[config.mk]
export PLATFORM = sky130hd
export DESIGN_NAME = seq_arith_unit
export DESIGN_NICKNAME = d
export VERILOG_FILES = /design/src/rtl/seq_arith_unit_pkg.sv /design/src/rtl/seq_muldiv_core.sv /design/src/rtl/seq_arith_unit.sv
export SDC_FILE = /design/constraint.sdc
export NUM_CORES = 1
export LEC_CHECK = 0
export ABC_AREA = 1
export BUFFER_PORTS_ARGS = -buffer_cell sky130_fd_sc_hd__buf_4
export CAP_MARGIN = 25
export CORE_ASPECT_RATIO = 0.9
export CORE_UTILIZATION = 54
export CTS_BUF_LIST = sky130_fd_sc_hd__clkbuf_8
export DETAILED_ROUTE_END_ITERATION = 16
export PLACE_DENSITY = 0.88
export SYNTH_ARGS = -nofsm -noshare
export SYNTH_HDL_FRONTEND = slang
export SYNTH_SLANG_ARGS = --single-unit
[constraint.sdc]
create_clock -name clk -period 1.7 [get_ports clk]
set_input_delay 0.34 -clock clk [delete_from_list [all_inputs] [get_ports clk]]
set_output_delay 0.34 -clock clk [all_outputs]
set_load 0.02 [all_outputs]
[src/rtl/seq_arith_unit_pkg.sv]
// Shared definitions for the sequential arithmetic unit: operation codes
// and FSM state encodings used by the top level and the mul/div core.
package seq_arith_unit_pkg;

  typedef enum logic [1:0] {
    OP_ADD = 2'b00,
    OP_SUB = 2'b01,
    OP_MUL = 2'b10,
    OP_DIV = 2'b11
  } op_e;

  typedef enum logic [1:0] {
    IDLE = 2'b00,
    RUN  = 2'b01,
    DONE = 2'b10
  } state_e;

endpackage

[src/rtl/seq_muldiv_core.sv]
// Iterative multiply/divide datapath, one operand bit per step.
//   clk, reset  : clock, synchronous active-high reset
//   load        : capture operands a/b and clear accumulator and bit counter
//   step        : perform one iteration
//   op          : OP_MUL selects shift-add, OP_DIV selects restoring divide
//   a, b        : multiplier/multiplicand or dividend/divisor
//   acc_next    : accumulator after the current step (product, or remainder in low bits)
//   shreg_next  : shift register after the current step (quotient for divide)
//   last        : the current step is the final (WIDTH-th) one
module seq_muldiv_core
  import seq_arith_unit_pkg::*;
#(
  parameter int unsigned WIDTH = 4
) (
  input  logic               clk,
  input  logic               reset,
  input  logic               load,
  input  logic               step,
  input  op_e                op,
  input  logic [WIDTH-1:0]   a,
  input  logic [WIDTH-1:0]   b,
  output logic [2*WIDTH-1:0] acc_next,
  output logic [WIDTH-1:0]   shreg_next,
  output logic               last
);

  localparam int unsigned W2 = 2 * WIDTH;
  localparam int unsigned CW = $clog2(WIDTH + 1);

  logic [W2-1:0]    acc;
  logic [W2-1:0]    opnd;
  logic [W2-1:0]    opnd_next;
  logic [WIDTH-1:0] shreg;
  logic [CW-1:0]    cnt;
  logic [WIDTH:0]   trial;
  logic [WIDTH:0]   diff;
  logic             fits;

  assign last = (cnt == CW'(WIDTH - 1));

  always_comb begin
    acc_next   = acc;
    shreg_next = shreg;
    opnd_next  = opnd;
    // Restoring divide: shift the next dividend bit into the partial
    // remainder; since remainder < divisor the trial fits in WIDTH+1 bits.
    trial = {acc[WIDTH-1:0], shreg[WIDTH-1]};
    fits  = (trial >= {1'b0, opnd[WIDTH-1:0]});
    diff  = trial - {1'b0, opnd[WIDTH-1:0]};
    if (op == OP_DIV) begin
      acc_next = '0;
      acc_next[WIDTH-1:0] = fits ? diff[WIDTH-1:0] : trial[WIDTH-1:0];
      shreg_next = {shreg[WIDTH-2:0], fits};
    end else begin
      // Shift-add: multiplicand moves left, multiplier drains right.
      acc_next   = acc + (shreg[0] ? opnd : '0);
      shreg_next = shreg >> 1;
      opnd_next  = opnd << 1;
    end
  end

  always_ff @(posedge clk) begin
    if (reset) begin
      acc   <= '0;
      opnd  <= '0;
      shreg <= '0;
      cnt   <= '0;
    end else if (load) begin
      acc   <= '0;
      opnd  <= W2'(b);
      shreg <= a;
      cnt   <= '0;
    end else if (step) begin
      acc   <= acc_next;
      opnd  <= opnd_next;
      shreg <= shreg_next;
      cnt   <= cnt + 1'b1;
    end
  end

endmodule

[src/rtl/seq_arith_unit.sv]
// Sequential unsigned arithmetic unit: add, subtract (1 cycle), shift-add
// multiply and restoring divide (WIDTH cycles). Results are registered and
// held until the next completion.
//   clk, reset   : clock, synchronous active-high reset
//   start        : request pulse, accepted only in IDLE
//   operation    : 00 add, 01 subtract, 10 multiply, 11 divide
//   x, y         : operands (dividend, divisor)
//   busy         : iteration in progress
//   done         : one-cycle pulse, outputs valid
//   result       : sum / difference / product / quotient
//   remainder    : divide remainder, else zero
//   carry        : add carry-out or subtract borrow
//   hi_nz        : product upper half nonzero, or divide remainder nonzero
//   div_zero     : divide by zero requested
module seq_arith_unit
  import seq_arith_unit_pkg::*;
#(
  parameter int unsigned WIDTH = 4
) (
  input  logic               clk,
  input  logic               reset,
  input  logic               start,
  input  logic [1:0]         operation,
  input  logic [WIDTH-1:0]   x,
  input  logic [WIDTH-1:0]   y,
  output logic               busy,
  output logic               done,
  output logic [2*WIDTH-1:0] result,
  output logic [WIDTH-1:0]   remainder,
  output logic               carry,
  output logic               hi_nz,
  output logic               div_zero
);

  localparam int unsigned W2 = 2 * WIDTH;

  state_e state, state_next;
  op_e    op_in, op_q;

  logic             core_load, core_step, core_last;
  logic [W2-1:0]    core_acc;
  logic [WIDTH-1:0] core_shreg;

  logic [WIDTH:0]   sum;
  logic [W2-1:0]    sub_diff;

  logic             update;
  logic [W2-1:0]    result_n;
  logic [WIDTH-1:0] remainder_n;
  logic             carry_n, hi_nz_n, div_zero_n;

  assign op_in    = op_e'(operation);
  assign sum      = {1'b0, x} + {1'b0, y};
  assign sub_diff = W2'(x) - W2'(y);

  assign busy = (state == RUN);
  assign done = (state == DONE);

  seq_muldiv_core #(.WIDTH(WIDTH)) u_core (
    .clk        (clk),
    .reset      (reset),
    .load       (core_load),
    .step       (core_step),
    .op         (op_q),
    .a          (x),
    .b          (y),
    .acc_next   (core_acc),
    .shreg_next (core_shreg),
    .last       (core_last)
  );

  always_comb begin
    state_next  = state;
    core_load   = 1'b0;
    core_step   = 1'b0;
    update      = 1'b0;
    result_n    = '0;
    remainder_n = '0;
    carry_n     = 1'b0;
    hi_nz_n     = 1'b0;
    div_zero_n  = 1'b0;
    unique case (state)
      IDLE: begin
        if (start) begin
          unique case (op_in)
            OP_ADD: begin
              state_next = DONE;
              update     = 1'b1;
              result_n   = W2'(sum);
              carry_n    = sum[WIDTH];
            end
            OP_SUB: begin
              state_next = DONE;
              update     = 1'b1;
              result_n   = sub_diff;
              carry_n    = (y > x);
            end
            OP_MUL: begin
              state_next = RUN;
              core_load  = 1'b1;
            end
            OP_DIV: begin
              if (y == '0) begin
                state_next  = DONE;
                update      = 1'b1;
                result_n[WIDTH-1:0] = '1;
                remainder_n = x;
                div_zero_n  = 1'b1;
              end else begin
                state_next = RUN;
                core_load  = 1'b1;
              end
            end
          endcase
        end
      end
      RUN: begin
        core_step = 1'b1;
        if (core_last) begin
          // Outputs take the core's post-step values so the final
          // iteration and the DONE entry share one edge.
          state_next = DONE;
          update     = 1'b1;
          if (op_q == OP_DIV) begin
            result_n    = W2'(core_shreg);
            remainder_n = core_acc[WIDTH-1:0];
            hi_nz_n     = |core_acc[WIDTH-1:0];
          end else begin
            result_n = core_acc;
            hi_nz_n  = |core_acc[W2-1:WIDTH];
          end
        end
      end
      DONE:    state_next = IDLE;
      default: state_next = IDLE;
    endcase
  end

  always_ff @(posedge clk) begin
    if (reset) begin
      state     <= IDLE;
      op_q      <= OP_ADD;
      result    <= '0;
      remainder <= '0;
      carry     <= 1'b0;
      hi_nz     <= 1'b0;
      div_zero  <= 1'b0;
    end else begin
      state <= state_next;
      if (state == IDLE && start) op_q <= op_in;
      if (update) begin
        result    <= result_n;
        remainder <= remainder_n;
        carry     <= carry_n;
        hi_nz     <= hi_nz_n;
        div_zero  <= div_zero_n;
      end
    end
  end

endmodule

==> results of run 1 <==
## worst max path at each step
stage / cells past startpoint / slack (ns) / to / from
after floorplan: 13 / -0.02 / hi_nz$_SDFFE_PP0P_ / u_core.shreg[0]$_SDFFE_PP0P_
after global placement: 9 / -0.09 / result[3]$_SDFFE_PP0P_ / y[1]
after detailed placement: 13 / -0.17 / hi_nz$_SDFFE_PP0P_ / u_core.shreg[0]$_SDFFE_PP0P_
after CTS: 12 / -0.05 / hi_nz$_SDFFE_PP0P_ / u_core.shreg[0]$_SDFFE_PP0P_
after global routing: 12 / -0.30 / hi_nz$_SDFFE_PP0P_ / u_core.shreg[0]$_SDFFE_PP0P_
final: 10 / -0.23 / result[3]$_SDFFE_PP0P_ / u_core.acc[1]$_SDFFE_PP0P_
## metrics by stage
step                cell area [sq um]  hold slack [ns]  setup slack [ns]  instances
floorplan                        2820            0.440           -0.0193        415
global placement                 3380            0.447           -0.0928        541
detailed placement               3380            0.452            -0.171        541
CTS                              3660            0.344           -0.0507        552
global route                     4000            0.354            -0.302        563
finish                           4000            0.352            -0.230        563
## power breakdown
group / internal, uW / total (uW) / switching (uW)
Sequential: 1040 / 1090 / 52.7
Clock: 322 / 664 / 342
Combinational: 431 / 996 / 565
Total: 1790 / 2750 / 960
## registers in the layout, indices dropped and copies added, names as in the netlist
register / cells
carry: 1
div_zero: 1
hi_nz: 1
op_q: 2
remainder: 4
result: 8
state: 2
u_core.acc: 8
u_core.cnt: 3
u_core.opnd: 8
u_core.shreg: 4
## cell type report
| cell class | instances | area (sq um) | share of cell area [%] |
|---|---|---|---|
| multi-input cells | 302 | 2060 | 51.6 |
| well taps | 65 | 81.3 | 2.04 |
| flip-flops and latches | 42 | 860 | 21.5 |
| repair buffers | 86 | 664 | 16.6 |
| inverters | 60 | 236 | 5.92 |
| clock inverters | 2 | 8.76 | 0.219 |
| clock buffers | 6 | 82.6 | 2.07 |
## layer usage
layer | share of wire [%] | GRT usage [%] | vias to the layer above
met5 | 0 | 0 | -
met4 | 5.9 | 14.8 | 0
met3 | 10 | 6.01 | 85
met2 | 47 | 55.6 | 302
met1 | 37 | 40.1 | 1569
li1 | - | - | 1520
## worst max-delay path, cell delays in order (launching register included)
cell	delay, ns
dfxtp_2	0.36
buf_4	0.16
ha_1	0.29
nand2_1	0.08
nand2_2	0.11
nand2_4	0.09
nor2_1	0.04
nand3b_1	0.24
a21oi_2	0.23
nor2_1	0.07
a21oi_1	0.17
## timing repair
item / CTS / global route
buffers inserted: 3 / 11
setup endpoints to repair: 22 / 22
pin swaps: 15 / 30
gates resized for setup: 45 / 65
## synthesized netlist by cell type, drive strengths merged
cell type,instances
inv,60
buf,7
o21ai,20
or2,2
a21oi,35
a21boi,1
o211ai,4
o21bai,1
nand4,4
o2111a,1
xnor2,3
ha,21
clkbuf,4
o21a,2
fa,4
a22oi,1
nand3,31
o221ai,2
nor2,35
a211oi,3
dfxtp,42
nand2,116
a31oi,11
nor3,1
o221a,1
nand3b,3
## cells by family after synthesis
kind of cell,Yosys count,synth area share (%)
and+or+nand+nor,192,29.4
AOI/OAI and AO/OA,82,17.4
buffers and inverters,71,10.1
DFF,42,29.9
adders and majority gates,25,12.2
xor gates and xnor gates,3,0.936
==> results by group, run 1 <==
Outcome
  • Status: finished with violations
  • Failing checks: negative setup slack

Die
  • Vert. Die Dim: around 70 microns
  • Initial Utilization: a little under three fifths
  • Row Count: 24
  • # IOs: 30
  • Die width: approximately 78 microns
  • DIE AREA: ~0.0055 sq mm
  • Core Area: approximately 0.0049 sq mm

Pwr
  • Lkg Pwr: roughly 0.0019 uW
  • VDD IR max: 0.832 mV
  • PwrDens: between 600 and 700 mW/mm^2
  • Overall power: ~2700 uW

CTS
  • CTS tree: yes
  • Sink Count: 42
  • CTS Hold Bufs: 0
  • Clock Tree Root: clkbuf_8
  • CTS max path bufs: 2
  • H-Tree Depth: 2
  • Reg clk slew, reported paths: ~0.080 ns
  • Clk Latency, worst-skew pair: 0.30 ns
  • CTS Buf Count: 5

Global routing
  • Vias in the first global route: just over 3000
  • Largest net degree at the start of global routing: 25
  • Tot GR Track Use: between 30% and 40%
  • First-pass GRT wire length: ~14000 microns
  • Total grt overflow: 0
  • Initial antenna violation count: 0

Worst setup path
  • CP max FO: 4
  • Flop2flop setup slack: -0.23 ns
  • Kind of start point of the critical path: flip-flop
  • R2r startpoint: u_core.acc[1]$_SDFFE_PP0P_
  • FF-to-FF End: result[3]$_SDFFE_PP0P_
  • Crit path DAT: approximately 2.2 ns
  • Critical path type: reg -> reg
  • Data required, critical path: 1.92 ns
  • Reg2reg path depth: 10
  • Crit end category: flip-flop

Job
  • Total of max-cap violations: 0

Layout
  • Most common cell after layout, fill and taps aside: nand2_1
  • Synthesis-to-layout area growth: 42.3%
  • # fillers: 300
  • Nets: 535
  • Most frequent cells in the layout: nand2_1, buf_4, inv_1
  • Ant diodes: 0
  • Share of layout cells above drive strength 1: between 30% and 40%
  • Util after Layout: between 80% and 90%

Route
  • Via Count: 3476
  • Post-DR vias/cell: between 6 and 7
  • DRC viols: 0
  • Initial drt markers: approximately 450
  • Drt wl/cell: 18.2 microns
  • Antenna violation net count after detailed routing: 0
  • First-pass DRT Iterations: 6
  • Detailed Route WL: slightly above 10000 microns

Hold path
  • Worst Hold Class: in -> reg
  • Hold Crit Depth: 3
  • Min-Delay Endpoint: u_core.opnd[0]$_SDFFE_PP0P_
  • HP Start: y[0]

Timing
  • Max Slew Vio Count: 0
  • Unrepaired setup endpoints after global routing: true
  • Final setup fails: 16
  • Clock Skew: approximately 0.0055 ns
  • Final Hold Fails: 0
  • Fmax: 0.518 GHz
  • Slew @ Worst Pin: 0.416 ns
  • Setup WS post-layout: -0.230 ns
  • Setup TNS: -1.46 ns
  • Min Tclk post-route: a little under 2 ns
  • Fin crit share: 114%
  • Rel. slew slack: between 70 and 80%

Synthesis
  • Syn_area_per_cell: 6.77 sq um
  • Ranking of synthesized cells by area: dfxtp_1, nand2_1, ha_1, inv_1, a21oi_1
  • Cell Area, Synth: about 0.0028 sq mm
  • Yosys top cell by area: dfxtp_1
  • Synth Register Bits: 42
  • Post-synth cell types: 37
  • Synthesis Warnings: 0
  • Share of the synthesized area in the top cell type: 29.9%
  • Syn_nets: 453
  • Post-synthesis sequential area ratio: between 20 and 30%
  • Post-synthesis cell count: approximately 420

Place
  • I/O Buffers: 29
  • Post-DP HPWL: between 6000 and 7000 microns
  • GP Congestion: between 0.9 and 1
Power figures use the tool's default switching activity.
==> inputs of run 2 (changes only) <==
--- a/config.mk
+++ b/config.mk
@@ -12,7 +12,7 @@
 export CORE_UTILIZATION = 54
 export CTS_BUF_LIST = sky130_fd_sc_hd__clkbuf_8
 export DETAILED_ROUTE_END_ITERATION = 16
-export PLACE_DENSITY = 0.88
+export PLACE_DENSITY = 0.85
 export SYNTH_ARGS = -nofsm -noshare
 export SYNTH_HDL_FRONTEND = slang
 export SYNTH_SLANG_ARGS = --single-unit
==> results by group, run 2 (synthesis gave the netlist of run 1 again) <==
Outcome
  • Status: finished with violations
  • Failing checks: negative setup slack

Place
  • I/O Buffers: 29 (unchanged)
  • Post-DP HPWL: 6140 microns (-1.1%)
  • GP Congestion: 0.980 (+0.66%)

Pwr
  • Clock power frac: 28.4% (+4.3 points)
  • Switching Fraction: 33.3% (-1.6 points)
  • VDD IR max: 0.660 mV (-21%)
  • PwrDens: 699 mW/mm^2 (+1.6%)
  • Lkg Pwr: 0.00186 uW (-0.58%)
  • Sw Pwr: 916 uW (-4.6%)
  • Internal power: 1840 uW (+2.7%)
  • Combinational share of power: 31.9% (-4.3 points)
  • Overall power: 2750 uW (+0.14%)
  • Sequential share of power: 39.7% (about the same)

CTS
  • H-Tree Depth: 2 (unchanged)
  • Clk Latency, worst-skew pair: 0.30 ns (about the same)
  • CTS tree: yes
  • CTS max path bufs: 2 (unchanged)
  • Clock Tree Root: clkbuf_8
  • Reg clk slew, reported paths: 0.08 ns (about the same)
  • Sink Count: 42 (unchanged)
  • CTS Buf Count: 5 (unchanged)
  • CTS Hold Bufs: 0 (unchanged)

Layout
  • Util after Layout: 80.0% (-1.1 points)
  • Share of layout cells above drive strength 1: 37.1% (-1.6 points)
  • Most common cell after layout, fill and taps aside: nand2_1
  • Ant diodes: 0 (unchanged)
  • Synthesis-to-layout area growth: 40.3%
  • Nets: 530 (-0.93%)
  • # fillers: 306 (+2.0%)
  • Largest regs: result x8, u_core.acc x8, u_core.opnd x8
  • Most frequent cells in the layout: nand2_1, buf_4, inv_1

Global routing
  • M1 GR Usage: 40.5% (+0.47 points)
  • M2 GR Usage: 52.0% (-3.5 points)
  • Gr busiest metal: met2
  • Tot GR Track Use: 31.8% (-0.91 points)
  • Initial antenna violation count: 0 (unchanged)
  • Largest net degree at the start of global routing: 25 (unchanged)
  • Total grt overflow: 0 (unchanged)
  • Vias in the first global route: 2894 (-4.2%)
  • GRT met3 Usage: 7.97% (+2.0 points)
  • First-pass GRT wire length: 13500 microns (-3.8%)

Timing
  • Final Hold Fails: 0 (unchanged)
  • Slew @ Worst Pin: 0.324 ns (-0.0919 ns)
  • Clock Skew: 0.00653 ns (+0.00103 ns)
  • Final setup fails: 15 (-1)
  • Fin crit share: 112% (-2.0 points)
  • Unrepaired setup endpoints after global routing: true
  • Rel. slew slack: 78.4% (+6.4 points)
  • Fmax: 0.527 GHz (+1.8%)
  • Setup WS post-layout: -0.196 ns (+0.0333 ns)
  • Min Tclk post-route: 1.90 ns (-0.0333 ns)
  • Max Slew Vio Count: 0 (unchanged)

Route
  • DRC viols: 0 (unchanged)
  • Antenna violation net count after detailed routing: 0 (unchanged)
  • Post-DR vias/cell: 5.90 (-4.5%)
  • Initial drt markers: 362 (-19%)
  • Detailed Route WL: 9870 microns (-3.9%)
  • First-pass DRT Iterations: 6 (unchanged)
  • Via Count: 3290 (-5.4%)
  • Drt wl/cell: 17.7 microns (-3.0%)

Worst setup path
  • Data required, critical path: 1.94 ns (+0.02 ns)
  • WP buf/inv: 1 (unchanged)
  • CP max stage cell: dfxtp_4
  • Worst path top cell family by delay: simple AND/OR/NAND/NOR gates
  • CP max FO: 8 (+4)
  • Cells along the critical path: nand2_2 > inv_2 > ha_4 > fa_2 > nand3_2 > nand3_2 > nand2_1 > nand3_2 > nand3_2 > nand2_1 > nand2_1 > nand2_1 > a21oi_2
  • Crit end category: flip-flop
  • Critical path type: reg -> reg
  • Crit path DAT: 2.13 ns (-0.02 ns)
  • Largest stage delay on the critical path: 0.38 ns (+0.02 ns)
  • Kind of start point of the critical path: flip-flop

Die
  • Row Count: 24 (unchanged)
  • Die width: 78.0 microns (unchanged)
  • Initial Utilization: 57.0% (unchanged)
  • DIE AREA: 0.00549 sq mm (unchanged)
  • Core Area: 0.00492 sq mm (unchanged)
  • # IOs: 30 (unchanged)
  • Vert. Die Dim: 70.4 microns (unchanged)

Job
  • Total of max-cap violations: 0 (unchanged)

Hold path
  • Worst Hold Class: in -> reg
==> run 2: changes by cell type in the layout (fill, tap and decap cells not counted), sizes merged <==
cell | before | now
buf | 86 | 81
inv | 60 | 62
bufinv | 0 | 1
clkbuf | 6 | 5
clkinv | 1 | 0
clkinvlp | 1 | 0
==> run 2: per-layer routing <==
layer | vias to the layer above | part of all wire, %
met1 | 1469 | 37
met3 | 77 | 9.6
met2 | 233 | 47
met4 | 0 | 5.9
li1 | 1511 | -
met5 | - | 0
==> run 2: cell type report <==
class,count,area [sq um],area share (%)
inverters,60,228,5.78
repair buffers,81,624,15.9
well taps,65,81.3,2.06
clock inverters,3,37.5,0.953
multi-input cells,302,2040,51.8
clock buffers,5,68.8,1.75
flip-flops and latches,42,860,21.8
==> run 2: final timing paths <==
path | cells after the start | startpoint | slack [ns] | to
min | 3 | y[0] | 0.37 | u_core.opnd[0]$_SDFFE_PP0P_
max | 13 | u_core.shreg[0]$_SDFFE_PP0P_ | -0.20 | hi_nz$_SDFFE_PP0P_
max reg2reg | 13 | u_core.shreg[0]$_SDFFE_PP0P_ | -0.20 | hi_nz$_SDFFE_PP0P_
min reg2reg | 2 | u_core.cnt[2]$_SDFFE_PP0P_ | 0.47 | u_core.cnt[2]$_SDFFE_PP0P_
==> run 2: power groups by stage <==
stage / clock [uW] / combinational (uW) / sequential (uW)
after floorplan: 0 / 397 / 1100
after global placement: 0 / 640 / 1100
after detailed placement: 0 / 663 / 1100
after CTS: 776 / 703 / 1080
after global routing: 825 / 939 / 1100
final: 781 / 879 / 1090
==> run 2: tightest hold or removal path: cells and delay by family <==
family | cells | cell delay (ns)
AOI/OAI and AO/OA | 1 | 0.07
buffers and inverters | 2 | 0.21
==> run 2: timing repair <==
action | in CTS | in global routing
setup endpoints to repair | 22 | 22
setup buffers | 1 | 7
pin swaps | 10 | 30
cloned | 0 | 0
gates resized for setup | 29 | 69
==> run 2: through the flow <==
step | hold WS (ns) | instance area (sq um) | TNS, ns | instances | setup WS (ns)
final | 0.368 | 3940 | -1.14 | 558 | -0.196
after global routing | 0.377 | 3940 | -2.28 | 558 | -0.265
after CTS | 0.339 | 3620 | -0.159 | 551 | -0.0619
after detailed placement | 0.455 | 3390 | -2.00 | 542 | -0.194
after global placement | 0.449 | 3390 | -0.834 | 542 | -0.123
after floorplan | 0.440 | 2820 | -0.0193 | 415 | -0.0193
==> inputs of run 3 (changes only) <==
--- a/config.mk
+++ b/config.mk
@@ -9,10 +9,9 @@
 export BUFFER_PORTS_ARGS = -buffer_cell sky130_fd_sc_hd__buf_4
 export CAP_MARGIN = 25
 export CORE_ASPECT_RATIO = 0.9
-export CORE_UTILIZATION = 54
-export CTS_BUF_LIST = sky130_fd_sc_hd__clkbuf_8
+export CORE_UTILIZATION = 53
 export DETAILED_ROUTE_END_ITERATION = 16
-export PLACE_DENSITY = 0.85
+export PLACE_DENSITY = 0.84
 export SYNTH_ARGS = -nofsm -noshare
 export SYNTH_HDL_FRONTEND = slang
 export SYNTH_SLANG_ARGS = --single-unit
==> results by group, run 3 (synthesis gave the netlist of run 1 again) <==
Outcome
  • Status: finished with violations
  • Failing checks: negative setup slack

Pwr
  • Overall power: 2620 uW (-4.9%)
  • Switching Fraction: 34.5% (+1.2 points)
  • Clock power frac: 25.4% (-3.0 points)
  • VDD IR max: 0.512 mV (-22%)
  • PwrDens: 678 mW/mm^2 (-3.0%)
  • Sequential share of power: 41.6% (+1.9 points)
  • Combinational share of power: 33.0% (+1.1 points)
  • Sw Pwr: 903 uW (-1.4%)
  • Lkg Pwr: 0.00181 uW (-2.4%)
  • Internal power: 1720 uW (-6.6%)

Hold path
  • Worst Hold Class: in -> reg
  • Hold Crit Depth: 3 (unchanged)

Die
  • Row Count: 24 (unchanged)
  • Core Area: 0.00495 sq mm (+0.61%)
  • Die width: 78.7 microns (+0.92%)
  • Initial Utilization: 56.7% (-0.35 points)
  • # IOs: 30 (unchanged)
  • Vert. Die Dim: 71.1 microns (+0.92%)
  • DIE AREA: 0.00559 sq mm (+1.8%)

Timing
  • Final Hold Fails: 0 (unchanged)
  • Fmax: 0.531 GHz (+0.67%)
  • Final setup fails: 12 (-3)
  • Clock Skew: 0.00900 ns (+0.00246 ns)
  • Rel. slew slack: 72.9% (-5.5 points)
  • Setup TNS: -1.19 ns (-0.0461 ns)
  • Max Slew Vio Count: 0 (unchanged)
  • Setup WS post-layout: -0.184 ns (+0.0126 ns)
  • Unrepaired setup endpoints after global routing: true
  • Min Tclk post-route: 1.88 ns (-0.0126 ns)
  • Slew @ Worst Pin: 0.406 ns (+0.0817 ns)
  • Fin crit share: 111% (-0.74 points)

Layout
  • Ant diodes: 0 (unchanged)
  • Area of the multi-input gates: 0.00198 sq mm (-3.0%)
  • Synthesis-to-layout area growth: 37.6%
  • # fillers: 360 (+18%)
  • Share of layout cells above drive strength 1: 35.4% (-1.8 points)
  • Most common cell after layout, fill and taps aside: nand2_1
  • Most frequent cells in the layout: nand2_1, buf_4, inv_1
  • Nets: 531 (+0.19%)
  • FF+latch area: 858 sq um (-0.15%)
  • Largest regs: result x8, u_core.acc x8, u_core.opnd x8

Global routing
  • Initial antenna violation count: 0 (unchanged)
  • First-pass GRT wire length: 13900 microns (+3.2%)
  • Vias in the first global route: 3016 (+4.2%)
  • Total grt overflow: 0 (unchanged)
  • Largest net degree at the start of global routing: 25 (unchanged)
  • Tot GR Track Use: 32.0% (+0.22 points)

CTS
  • CTS Buf Count: 5 (unchanged)
  • Sink Count: 42 (unchanged)
  • Reg clk slew, reported paths: 0.08 ns (about the same)
  • Clk Latency, worst-skew pair: 0.30 ns (about the same)
  • CTS max path bufs: 2 (unchanged)
  • Clock Tree Root: clkbuf_8
  • CTS tree: yes
  • H-Tree Depth: 2 (unchanged)
  • CTS Hold Bufs: 0 (unchanged)

Worst setup path
  • Critical path type: reg -> reg
  • Kind of start point of the critical path: flip-flop
  • Crit end category: flip-flop
  • Crit path DAT: 2.08 ns (-0.05 ns)
  • CP max FO: 3 (-5)
  • Data required, critical path: 1.89 ns (-0.05 ns)
  • Reg2reg path depth: 11 (-2)

Route
  • Drt wl/cell: 17.2 microns (-2.7%)
  • First-pass DRT Iterations: 7 (+1)
  • Initial drt markers: 479 (+32%)
  • Post-DR vias/cell: 5.92 (+0.45%)
  • Detailed Route WL: 9580 microns (-2.9%)
  • Antenna violation net count after detailed routing: 0 (unchanged)
  • DRC viols: 0 (unchanged)
  • Via Count: 3299 (+0.27%)

Place
  • I/O Buffers: 29 (unchanged)
  • Post-DP HPWL: 6300 microns (+2.6%)
  • GP Congestion: 0.966 (-1.4%)

Job
  • Total of max-cap violations: 0 (unchanged)
## run 3: worst max-delay path, stage by stage (launching register included)
cell and delay, ns:
dfxtp_4 0.37, ha_1 0.14, inv_1 0.08, fa_2 0.37
xnor2_1 0.22, inv_1 0.09, nand2_2 0.09, nand3_2 0.09
nand2_2 0.09, nand3_1 0.10, nand2_2 0.09, a21oi_2 0.05
## run 3: metrics by stage
stage                     setup WS, ns  util [%]  hold slack, ns  instance area, sq um  cells
after floorplan                -0.0193         -           0.440                  2820    415
after global placement          -0.108      69.2           0.450                  3430    547
after detailed placement        -0.201      69.2           0.457                  3430    547
after CTS                      -0.0862      73.4           0.349                  3630    554
after global routing            -0.269      78.0           0.359                  3860    557
final                           -0.184      78.0           0.353                  3860    557
## run 3: power groups by stage
stage,combinational (uW),clock (uW),sequential (uW)
after floorplan,397,0,1100
after global placement,657,0,1090
after detailed placement,681,0,1100
after CTS,721,651,1080
after global routing,929,712,1090
final,864,666,1090
## run 3: final timing paths
path         slack (ns)                        start                   end
min                0.35                 operation[0]  op_q[0]$_SDFFE_PP0P_
max               -0.18  u_core.opnd[0]$_SDFFE_PP0P_    hi_nz$_SDFFE_PP0P_
max reg2reg       -0.18  u_core.opnd[0]$_SDFFE_PP0P_    hi_nz$_SDFFE_PP0P_
min reg2reg        0.47           carry$_SDFFE_PP0P_    carry$_SDFFE_PP0P_
## run 3: timing repair
action,4_1_cts,5_1_grt
pin swaps,8,20
resized for setup,28,56
setup endpoints to repair,20,22
buffers inserted,1,3
## run 3: routing by layer
layer / track usage, % / vias to the layer above / wire length (microns)
met4: 8.85 / 0 / 308
li1: - / 1506 / -
met2: 54.3 / 202 / 4600
met3: 6.32 / 44 / 841
met5: 0 / - / 0
met1: 41.4 / 1547 / 3830
## run 3: cell type report
cell class / count / share of cell area (%)
repair buffers: 82 / 16.4
flip-flops and latches: 42 / 22.2
multi-input cells: 302 / 51.2
clock buffers: 6 / 2.14
inverters: 60 / 5.90
well taps: 65 / 2.11
